$ cat src/rtl/uart_tx_scheduler_pkg.sv
// Shared definitions for the UART transmit scheduler.
//   - state_e     : scheduler FSM states
//   - NB_STATE    : width of the state encoding
//   - NB_DATA_DEF : default payload bits per UART frame
//   - N_BYTES_DEF : default bytes per message
package uart_tx_scheduler_pkg;

    localparam int NB_STATE    = 2;
    localparam int NB_DATA_DEF = 8;
    localparam int N_BYTES_DEF = 4;

    typedef enum logic [NB_STATE-1:0] {
        ST_IDLE  = 2'd0,
        ST_START = 2'd1,
        ST_WAIT  = 2'd2,
        ST_DONE  = 2'd3
    } state_e;

endpackage

$ cat src/rtl/uart_tx_scheduler_rr_arbiter.sv
// Combinational round-robin arbiter.
// The search starts one past the previous winner and wraps, so the requester
// that won last time has the lowest priority on the next decision.
// Ports:
//   req_i        in  N_REQ   request vector
//   last_grant_i in  NB_REQ  index of the previous winner
//   grant_o      out NB_REQ  index of the winner (valid when any_req_o)
//   any_req_o    out 1       at least one request is active
module rr_arbiter #(
    parameter int N_REQ  = 2,
    parameter int NB_REQ = 1
) (
    input  logic [N_REQ-1:0]  req_i,
    input  logic [NB_REQ-1:0] last_grant_i,
    output logic [NB_REQ-1:0] grant_o,
    output logic              any_req_o
);

    int idx;

    // Walk from the farthest candidate to the nearest one so that the nearest
    // active requester (after last_grant) is the one left in grant_o.
    always_comb begin
        grant_o   = '0;
        any_req_o = |req_i;
        idx       = 0;
        for (int k = N_REQ; k >= 1; k--) begin
            idx = int'(last_grant_i) + k;
            if (idx >= N_REQ) begin
                idx = idx - N_REQ;
            end
            if (req_i[idx]) begin
                grant_o = NB_REQ'(idx);
            end
        end
    end

endmodule

$ cat src/rtl/uart_tx_scheduler.sv
// Round-robin scheduler that shares one UART transmitter among N_REQ
// requesters. A granted message of N_BYTES bytes is sent LSB byte first, one
// frame per byte; each byte holds o_tx_start for START_HOLD cycles and then
// waits for a rising edge on i_tx_done, aborting after TIMEOUT cycles.
// Ports:
//   i_clock      in  1                       system clock
//   i_reset_n    in  1                       asynchronous reset, active low
//   i_req_valid  in  N_REQ                   requester k has a message
//   i_req_data   in  N_REQ*N_BYTES*NB_DATA   message k in slice k, byte 0 in LSBs
//   o_req_ready  out N_REQ                   one-cycle pulse: message k captured
//   o_tx_start   out 1                       uart_tx start
//   o_tx_data    out NB_DATA                 uart_tx data, valid while o_tx_start
//   i_tx_done    in  1                       uart_tx done flag
//   o_busy       out 1                       scheduler not idle
//   o_msg_done   out 1                       one-cycle pulse: message complete
//   o_msg_src    out NB_REQ                  current/last granted requester
//   o_error      out 1                       one-cycle pulse: done timeout abort
module uart_tx_scheduler
    import uart_tx_scheduler_pkg::*;
#(
    parameter int NB_DATA     = NB_DATA_DEF,
    parameter int N_BYTES     = N_BYTES_DEF,
    parameter int NB_BYTE_CNT = 2,
    parameter int N_REQ       = 2,
    parameter int NB_REQ      = 1,
    parameter int START_HOLD  = 16,
    parameter int TIMEOUT     = 4096,
    parameter int NB_TIMEOUT  = 12
) (
    input  logic                             i_clock,
    input  logic                             i_reset_n,
    input  logic [N_REQ-1:0]                 i_req_valid,
    input  logic [N_REQ*N_BYTES*NB_DATA-1:0] i_req_data,
    output logic [N_REQ-1:0]                 o_req_ready,
    output logic                             o_tx_start,
    output logic [NB_DATA-1:0]               o_tx_data,
    input  logic                             i_tx_done,
    output logic                             o_busy,
    output logic                             o_msg_done,
    output logic [NB_REQ-1:0]                o_msg_src,
    output logic                             o_error
);

    localparam int MSG_W   = N_BYTES * NB_DATA;
    localparam int NB_HOLD = (START_HOLD > 1) ? $clog2(START_HOLD) : 1;

    localparam logic [NB_HOLD-1:0]     HOLD_LAST = NB_HOLD'(START_HOLD - 1);
    localparam logic [NB_TIMEOUT-1:0]  TO_LAST   = NB_TIMEOUT'(TIMEOUT - 1);
    localparam logic [NB_BYTE_CNT-1:0] BYTE_LAST = NB_BYTE_CNT'(N_BYTES - 1);

    state_e                  state_q,      state_d;
    logic [MSG_W-1:0]        shift_q,      shift_d;
    logic [NB_BYTE_CNT-1:0]  byte_cnt_q,   byte_cnt_d;
    logic [NB_HOLD-1:0]      hold_cnt_q,   hold_cnt_d;
    logic [NB_TIMEOUT-1:0]   timeout_q,    timeout_d;
    logic [NB_REQ-1:0]       last_grant_q, last_grant_d;
    logic [NB_REQ-1:0]       src_q,        src_d;
    logic [N_REQ-1:0]        ready_q,      ready_d;
    logic                    error_q,      error_d;
    logic                    done_q;

    logic [NB_REQ-1:0]       grant;
    logic                    any_req;
    logic                    done_rise;
    logic [MSG_W-1:0]        msg_slice [N_REQ];

    for (genvar gi = 0; gi < N_REQ; gi++) begin : g_slice
        assign msg_slice[gi] = i_req_data[gi*MSG_W +: MSG_W];
    end

    rr_arbiter #(
        .N_REQ  (N_REQ),
        .NB_REQ (NB_REQ)
    ) u_arb (
        .req_i        (i_req_valid),
        .last_grant_i (last_grant_q),
        .grant_o      (grant),
        .any_req_o    (any_req)
    );

    // Only a low-to-high transition counts, so a done level left over from
    // the previous frame cannot advance the byte.
    assign done_rise = i_tx_done & ~done_q;

    always_comb begin
        state_d      = state_q;
        shift_d      = shift_q;
        byte_cnt_d   = byte_cnt_q;
        hold_cnt_d   = hold_cnt_q;
        timeout_d    = timeout_q;
        last_grant_d = last_grant_q;
        src_d        = src_q;
        ready_d      = '0;
        error_d      = 1'b0;

        case (state_q)
            ST_IDLE: begin
                if (any_req) begin
                    shift_d        = msg_slice[grant];
                    last_grant_d   = grant;
                    src_d          = grant;
                    byte_cnt_d     = '0;
                    hold_cnt_d     = '0;
                    ready_d[grant] = 1'b1;
                    state_d        = ST_START;
                end
            end
            ST_START: begin
                if (hold_cnt_q == HOLD_LAST) begin
                    timeout_d = '0;
                    state_d   = ST_WAIT;
                end else begin
                    hold_cnt_d = hold_cnt_q + 1'b1;
                end
            end
            ST_WAIT: begin
                // A rise on the final cycle wins over the timeout.
                if (done_rise) begin
                    if (byte_cnt_q == BYTE_LAST) begin
                        state_d = ST_DONE;
                    end else begin
                        shift_d    = shift_q >> NB_DATA;
                        byte_cnt_d = byte_cnt_q + 1'b1;
                        hold_cnt_d = '0;
                        state_d    = ST_START;
                    end
                end else if (timeout_q == TO_LAST) begin
                    error_d = 1'b1;
                    state_d = ST_IDLE;
                end else begin
                    timeout_d = timeout_q + 1'b1;
                end
            end
            ST_DONE: begin
                state_d = ST_IDLE;
            end
            default: begin
                state_d = ST_IDLE;
            end
        endcase
    end

    always_ff @(posedge i_clock or negedge i_reset_n) begin
        if (!i_reset_n) begin
            state_q      <= ST_IDLE;
            shift_q      <= '0;
            byte_cnt_q   <= '0;
            hold_cnt_q   <= '0;
            timeout_q    <= '0;
            last_grant_q <= NB_REQ'(N_REQ - 1);
            src_q        <= '0;
            ready_q      <= '0;
            error_q      <= 1'b0;
            done_q       <= 1'b0;
        end else begin
            state_q      <= state_d;
            shift_q      <= shift_d;
            byte_cnt_q   <= byte_cnt_d;
            hold_cnt_q   <= hold_cnt_d;
            timeout_q    <= timeout_d;
            last_grant_q <= last_grant_d;
            src_q        <= src_d;
            ready_q      <= ready_d;
            error_q      <= error_d;
            done_q       <= i_tx_done;
        end
    end

    // Decoded straight from the state register so an asynchronous reset
    // clears them immediately; data is forced to zero outside START.
    assign o_tx_start  = (state_q == ST_START);
    assign o_tx_data   = o_tx_start ? shift_q[NB_DATA-1:0] : '0;
    assign o_busy      = (state_q != ST_IDLE);
    assign o_msg_done  = (state_q == ST_DONE);
    assign o_msg_src   = src_q;
    assign o_req_ready = ready_q;
    assign o_error     = error_q;

endmodule
$ cat config.mk
export PLATFORM = sky130hd
export DESIGN_NAME = uart_tx_scheduler
export DESIGN_NICKNAME = d
export VERILOG_FILES = /design/src/rtl/uart_tx_scheduler_pkg.sv /design/src/rtl/uart_tx_scheduler_rr_arbiter.sv /design/src/rtl/uart_tx_scheduler.sv
export SDC_FILE = /design/constraint.sdc
export NUM_CORES = 1
export LEC_CHECK = 0
export ABC_AREA = 1
export CELL_PAD_IN_SITES_DETAIL_PLACEMENT = 0
export CELL_PAD_IN_SITES_GLOBAL_PLACEMENT = 2
export CORE_AREA = 8 8 115 117
export CTS_BUF_LIST = sky130_fd_sc_hd__clkbuf_16
export DETAILED_ROUTE_END_ITERATION = 6
export DIE_AREA = 0 0 123 125
export MAX_ROUTING_LAYER = met4
export PLACE_DENSITY = 0.81
export SETUP_SLACK_MARGIN = 0.4
export SLEW_MARGIN = 10
export SYNTH_ARGS = -nofsm -noshare
export SYNTH_HDL_FRONTEND = slang
export SYNTH_SLANG_ARGS = --single-unit
$ cat constraint.sdc
create_clock -name i_clock -period 3.2 [get_ports i_clock]
set_input_delay 0.48 -clock i_clock [delete_from_list [all_inputs] [get_ports i_clock]]
set_output_delay 0.48 -clock i_clock [all_outputs]
set_load 0.1 [all_outputs]
==> results of run 1 <==
state kept, by name, summed over array words and instances, names as in the netlist:
| signal | cells |
|---|---|
| byte_cnt_q | 2 |
| done_q | 1 |
| shift_q | 32 |
| state_q | 2 |
| o_req_ready | 2 |
| last_grant_q | 1 |
| hold_cnt_q | 4 |
| o_msg_src | 1 |
| timeout_q | 12 |
| o_error | 1 |
Yosys cell counts:
cell,n
nand2_1,170
dfrtp_1,57
nand3_1,44
nor2_1,34
inv_1,33
o21ai_0,18
o211ai_1,16
o22ai_1,8
clkbuf_1,7
buf_2,6
a21o_1,4
a21oi_1,4
buf_4,4
inv_2,4
ha_1,3
nand4_1,3
nor2_2,3
xor2_1,3
a31oi_1,2
buf_6,2
nor2_4,2
a21oi_2,1
dfstp_2,1
mux2i_1,1
nand3_2,1
nor3_1,1
o21ai_2,1
o31ai_1,1
or2_0,1
or2_2,1
xnor2_1,1
cell usage in the layout, fill, tap and decap left out, drive strengths merged, types with 2 or more instances in the layout:
cell and n:
buf 23, nand2 170, nor2 39, clkbuf 9, a21o 4, ha 3
o211ai 16, nand4 3, nand3 45, clkdlybuf4s50 67, o21ai 19, inv 39
dfrtp 57, or2 2, o22ai 8, xor2 3, a31oi 2, a21oi 5
clkinv 5
layout make-up:
| class | count | area (sq um) |
|---|---|---|
| timing repair buffer | 90 | 840.8 |
| clock inverter | 7 | 28.78 |
| inverter | 37 | 138.9 |
| clock buffer | 9 | 225.2 |
| sequential | 58 | 1453 |
| multi-input combinational | 323 | 1504 |
| fill | 1247 | 7237 |
| tap | 147 | 183.9 |
worst min-delay path by stage:
stage	start	end
after floorplan	i_reset_n	byte_cnt_q[0]
after global placement	i_reset_n	shift_q[3]
after detailed placement	i_reset_n	shift_q[3]
after CTS	i_reset_n	shift_q[5]
after global routing	i_reset_n	shift_q[5]
final	i_reset_n	shift_q[13]
metal layers:
| metal | track usage (%) | up-vias | wire (um) |
|---|---|---|---|
| li1 | - | 1568 | - |
| met1 | 16.49 | 1358 | 4513 |
| met2 | 18.85 | 65 | 4046 |
| met3 | 3.690 | 6 | 449 |
| met4 | 2.339 | 0 | 72 |
| met5 | - | - | 0 |
power breakdown:
group          total (uW)  internal, uW  switching, uW  leakage, uW
registers            1160          1010            154     0.000743
clock network         813           505            308     0.000134
logic                1870           523           1350      0.00126
through the flow:
step / worst slack (ns) / instance area (sq um) / cells / utilization (%)
2_1_floorplan: 0.1425 / 3204 / 437 / -
3_3_place_gp: 0.5840 / 4120 / 655 / 35.48
3_5_place_dp: 0.5436 / 4120 / 655 / 35.48
4_1_cts: 0.8142 / 4374 / 671 / 37.67
5_1_grt: 0.6342 / 4374 / 671 / 37.67
6_report: 0.8437 / 4374 / 671 / 37.67
cells by family after synthesis:
group                    count (synthesis)  synth area share, %
AO/OA/AOI/OAI                           55                10.86
adder cells (fa/ha/maj)                  3                1.172
buffers and inverters                   56                7.731
AND/OR/NAND/NOR                        260                33.50
multiplexers                             1               0.3124
XOR/XNOR                                 4                1.094
flip-flops                              58                45.33
==> run_results.csv, run 1 <==
group,metric,value,unit
status,status,"complete, no violations",
timing,finalCriticalPeriod,2.356,ns
floorplanning,coreArea,11610,sq um
worst_setup_path,crit_fanout,37,
route,drc_errors,0,
clocking,cts-buffers-inserted,9,
worst_setup_path,endpoint,"shift_q[30]",
finish,area_delta_synth_final,36.51,%
route,vias_per_cell,4.466,
placement,port_buffers,83,
synth,netlist.area_leader.share,44.51,%
synth,yosys.area.top_type,"dfrtp_1",
route,drt_first_iter_violations,149,
power_and_ir_drop,p_leak,0.002135,uW
synth,synth_cell_types,31,
synth,yosys_warnings,0,
power_and_ir_drop,total_power,3845,uW
route,routedWlPerCell,13.54,um
route,firstDrtPassIters,4,
synth,ys_ff_latch,58,
min_path,hold_path.class,"in -> async",
timing,max_clock_freq,424.4,MHz
clocking,cts_tree,"done",
timing,fin_skew,0.004521,ns
timing,hold_slack,0.08607,ns
worst_setup_path,critPathCaptureType,"flip-flop",
timing,setup_tns,0,ns
synth,synth.area.top_cells,"dfrtp_1 (45%), nand2_1 (20%), nand3_1 (6.9%), nor2_1 (4.0%), inv_1 (3.9%)",
clocking,clockBufferDepth,2,
grt,grt_max_degree,38,
timing,worst_pin_slew,0.9446,ns
worst_setup_path,r2r-start,"state_q[1]",
timing,slew_headroom,36.96,%
grt,grt-ovfl-total,0,
power_and_ir_drop,p_per_area,879.0,nW/um^2
worst_setup_path,critPathLaunchType,"flip-flop",
job,max_cap_violations,0,
finish,antenna_cells,0,
clocking,cts_htree_levels,3,
worst_setup_path,slowest_stage,"nor2_4",
worst_setup_path,critPathBufInv,2,
finish,fin_nets,591,
worst_setup_path,worstPathCellList,"inv_2 -> nor2_1 -> nand2_1 -> nand3_2 -> nor2_4 -> inv_2 -> nand2_1 -> o21ai_0",
placement,dp_hpwl,6.885,mm
route,ant_nets,0,
floorplanning,io_pins,84,
floorplanning,die_h,125,um
worst_setup_path,cp.arrival,2.55,ns
synth,syn_area_per_cell,7.333,sq um
timing,drv_slew,0,
worst_setup_path,cpPeakStageDelay,0.62,ns
grt,antenna_found_initial,0,
route,wl,9.082,mm
worst_setup_path,critPathTopFamily,"simple AND/OR/NAND/NOR gates",
placement,gp_congestion,0.7147,
floorplanning,start_util,27.60,%
synth,yosysSeqAreaShare,45.33,%
timing,setup_violations,0,
clocking,post_cts_buffers,0,
timing,period_share,73.64,%
worst_setup_path,path_class,"reg -> reg",
clocking,cts_resized,0,
clocking,clkSinkCount,58,
route,vias,2997,
synth,synthesis.nets,509,
worst_setup_path,critPathLaunch,"state_q[1]",
worst_setup_path,cp.depth,8,
floorplanning,die_w,123,um
worst_setup_path,r2r_end,"shift_q[30]",
clocking,clockRootBuffer,"clkbuf_16",
synth,netlist_instances,437,
worst_setup_path,worst_ep_required_time,3.39,ns
timing,hold_viol,0,
floorplanning,rows,40,
timing,rsz0062_at_grt,"false",
grt,gr-usage-all-layers,12.54,%
synth,synth.cell_area,3204,sq um
clocking,clock_latency,0.32,ns
worst_setup_path,reg2reg_depth,8,
clocking,cts.reportedPaths.clkPinSlew,0.05,ns
floorplanning,die-area,15380,sq um
power_and_ir_drop,vdd_drop_max,0.6349,mV
grt,first_global_vias,3021,
clocking,cts_hold_buffers,0,
finish,drive_above_1_share,9.160,%
grt,grt_pass1_wl,15.07,mm
worst_setup_path,r2r_slack,0.84,ns
Power figures use the tool's default switching activity.
==> run 2, diff against run 1 <==
--- a/config.mk
+++ b/config.mk
@@ -8,12 +8,12 @@
 export ABC_AREA = 1
 export CELL_PAD_IN_SITES_DETAIL_PLACEMENT = 0
 export CELL_PAD_IN_SITES_GLOBAL_PLACEMENT = 2
-export CORE_AREA = 8 8 115 117
+export CORE_AREA = 8 8 125 127
 export CTS_BUF_LIST = sky130_fd_sc_hd__clkbuf_16
 export DETAILED_ROUTE_END_ITERATION = 6
-export DIE_AREA = 0 0 123 125
+export DIE_AREA = 0 0 133 135
 export MAX_ROUTING_LAYER = met4
-export PLACE_DENSITY = 0.81
+export PLACE_DENSITY = 0.72
 export SETUP_SLACK_MARGIN = 0.4
 export SLEW_MARGIN = 10
 export SYNTH_ARGS = -nofsm -noshare
==> constraint.sdc (replaced) <==
create_clock -name i_clock -period 2 [get_ports i_clock]
set_input_delay 0.3 -clock i_clock [delete_from_list [all_inputs] [get_ports i_clock]]
set_output_delay 0.3 -clock i_clock [all_outputs]
set_load 0.1 [all_outputs]
==> run 2 against run 1 <==
Die area increased by 17%. Clock skew increased by 0.0076 ns. Non-clock buffer count increased by 26. Critical path depth decreased by 3. Final cell count increased by 8.8%. Total power increased by 110%. First-iteration DRC count increased by 13%. Global-route usage decreased by 0.32 points. Sequential power increased by 59%. Via count increased by 5.1%.
==> run_results.csv, run 2 (synthesis results as in run 1) <==
group,metric,value,unit
worst_setup_path,critPathCaptureType,"output pin",
finish,largest_register_ffs,32,
route,vias_per_cell,4.314,
power_and_ir_drop,switching_share,42.95,%
floorplanning,die_w,133,um
route,drc_errors,0,
timing,period_share,86.12,%
clocking,clockRootBuffer,"clkbuf_16",
power_and_ir_drop,p_int,4508,uW
status,status,"complete, no violations",
power_and_ir_drop,clock_power_share,20.5,%
finish,stdcell_count,730,
timing,fin_skew,0.01216,ns
finish,regArea,1455,sq um
route,wl,10.48,mm
timing,max_clock_freq,580.6,MHz
power_and_ir_drop,p_leak,0.002396,uW
floorplanning,io_pins,84,
floorplanning,coreArea,13610,sq um
finish,largest_register,"shift_q",
route,drt_first_iter_violations,169,
grt,antenna_found_initial,0,
clocking,clockBufferDepth,2,
timing,setup_violations,0,
finish,fin_nets,617,
worst_setup_path,reg2reg_depth,10,
clocking,cts_tree,"done",
finish,antenna_cells,0,
placement,dp.cells,693,
grt,grt_pass1_wl,16.99,mm
clocking,cts_htree_levels,3,
floorplanning,rows,43,
finish,reg.largest.list,"shift_q x32, timeout_q x12, hold_cnt_q x4",
worst_setup_path,critPathLaunchType,"flip-flop",
min_path,hold_path.class,"in -> async",
grt,gr-usage-all-layers,12.22,%
worst_setup_path,crit_fanout,5,
worst_setup_path,path_class,"reg -> out",
placement,gp_congestion,0.7610,
job,max_cap_violations,0,
route,firstDrtPassIters,4,
clocking,cts.reportedPaths.clkPinSlew,0.05,ns
grt,grt_max_degree,45,
timing,drv_slew,0,
power_and_ir_drop,power_frac_comb,56.1,%
timing,hold_slack,0.4509,ns
floorplanning,die_h,135,um
clocking,clock_latency,0.33,ns
timing,rsz0062_at_grt,"true",
finish,drive_above_1_share,19.27,%
worst_setup_path,worst_ep_required_time,1.70,ns
placement,dp_hpwl,7.138,mm
timing,worst_pin_slew,0.3981,ns
power_and_ir_drop,p_per_area,1537,nW/um^2
finish,fill_cells,1409,
timing,hold_viol,0,
finish,final_common_cell,"nand2_1",
route,routedWlPerCell,14.36,um
worst_setup_path,r2r_slack,0.34,ns
route,ant_nets,0,
clocking,clkSinkCount,58,
grt,first_global_vias,3219,
finish,final_cell_mix,"nand2_1 (165), clkdlybuf4s50_1 (67), dfrtp_1 (55)",
finish,fin_area,5140,sq um
power_and_ir_drop,vdd_drop_max,1.031,mV
clocking,cts-buffers-inserted,9,
finish,area_delta_synth_final,60.41,%
floorplanning,start_util,23.54,%
power_and_ir_drop,power.switching,3394,uW
timing,finalCriticalPeriod,1.722,ns
worst_setup_path,cp.arrival,1.42,ns
placement,place_area,4471,sq um
placement,port_buffers,83,
finish,multi_input_area,1655,sq um
timing,slew_headroom,73.43,%
route,vias,3149,
grt,grt-ovfl-total,0,
power_and_ir_drop,p_seq_share,23.4,%
floorplanning,die-area,17960,sq um
==> run 2: cell count changes in the layout (fill, tap and decap cells not counted), moves of 6 or more <==
cell	before	now
o21ai_1	0	6
buf_12	0	18
nor2_1	34	23
nor2_4	2	13
o21ai_0	18	12
==> run 2: critical path: stages, from the launching register on <==
cell	delay, ns
dfrtp_2	0.44
nor2_4	0.13
inv_4	0.07
buf_12	0.15
nor2_4	0.12
buf_12	0.18
==> run 2: final timing paths <==
check | start | endpoint
max | state_q[1] | o_tx_data[3]
min | i_reset_n | shift_q[3]
max reg2reg | state_q[1] | shift_q[19]
min reg2reg | last_grant_q | last_grant_q
max in group asynchronous | i_reset_n | last_grant_q
min in group i_clock | i_tx_done | done_q
==> run 2: layout make-up <==
class,count,area share (%)
tap,180,4.382
clock buffer,9,4.382
clock inverter,7,1.631
sequential,58,28.31
timing repair buffer,116,26.10
multi-input combinational,323,32.21
inverter,37,2.994
==> run 2: power by group through the flow <==
stage,Combinational (uW),Sequential (uW),Clock (uW)
floorplan,2360,1980,0
global placement,3640,1870,0
detailed placement,3680,1870,0
CTS,4290,1840,1650
global route,4790,1900,1710
finish,4430,1850,1620
==> run 2: per-stage QoR <==
step                      TNS [ns]  worst slack, ns  utilization [%]  total power (uW)
after global placement           0          0.09379            32.84              5515
after CTS                        0           0.2807            36.74              7785
after global routing             0           0.2193            37.76              8400
after floorplan            -0.8516          -0.1064                -              4340
final                            0           0.2775            37.76              7901
after detailed placement         0           0.1131            32.84              5549
==> run 2: metal layers <==
layer  wire, um  global-route usage (%)
met2       4796                   18.89
met3        395                   3.120
met4         63                   2.839
met1       5229                   15.70
met5          0                       -
==> run 2: repair_timing <==
item,CTS,global route
endpoints found under the setup margin,38,55
endpoints found under the hold margin,14,0
cloned,3,0
pin swaps,7,10
buffers inserted,8,9
resized for setup,15,18
hold buffers,1,0
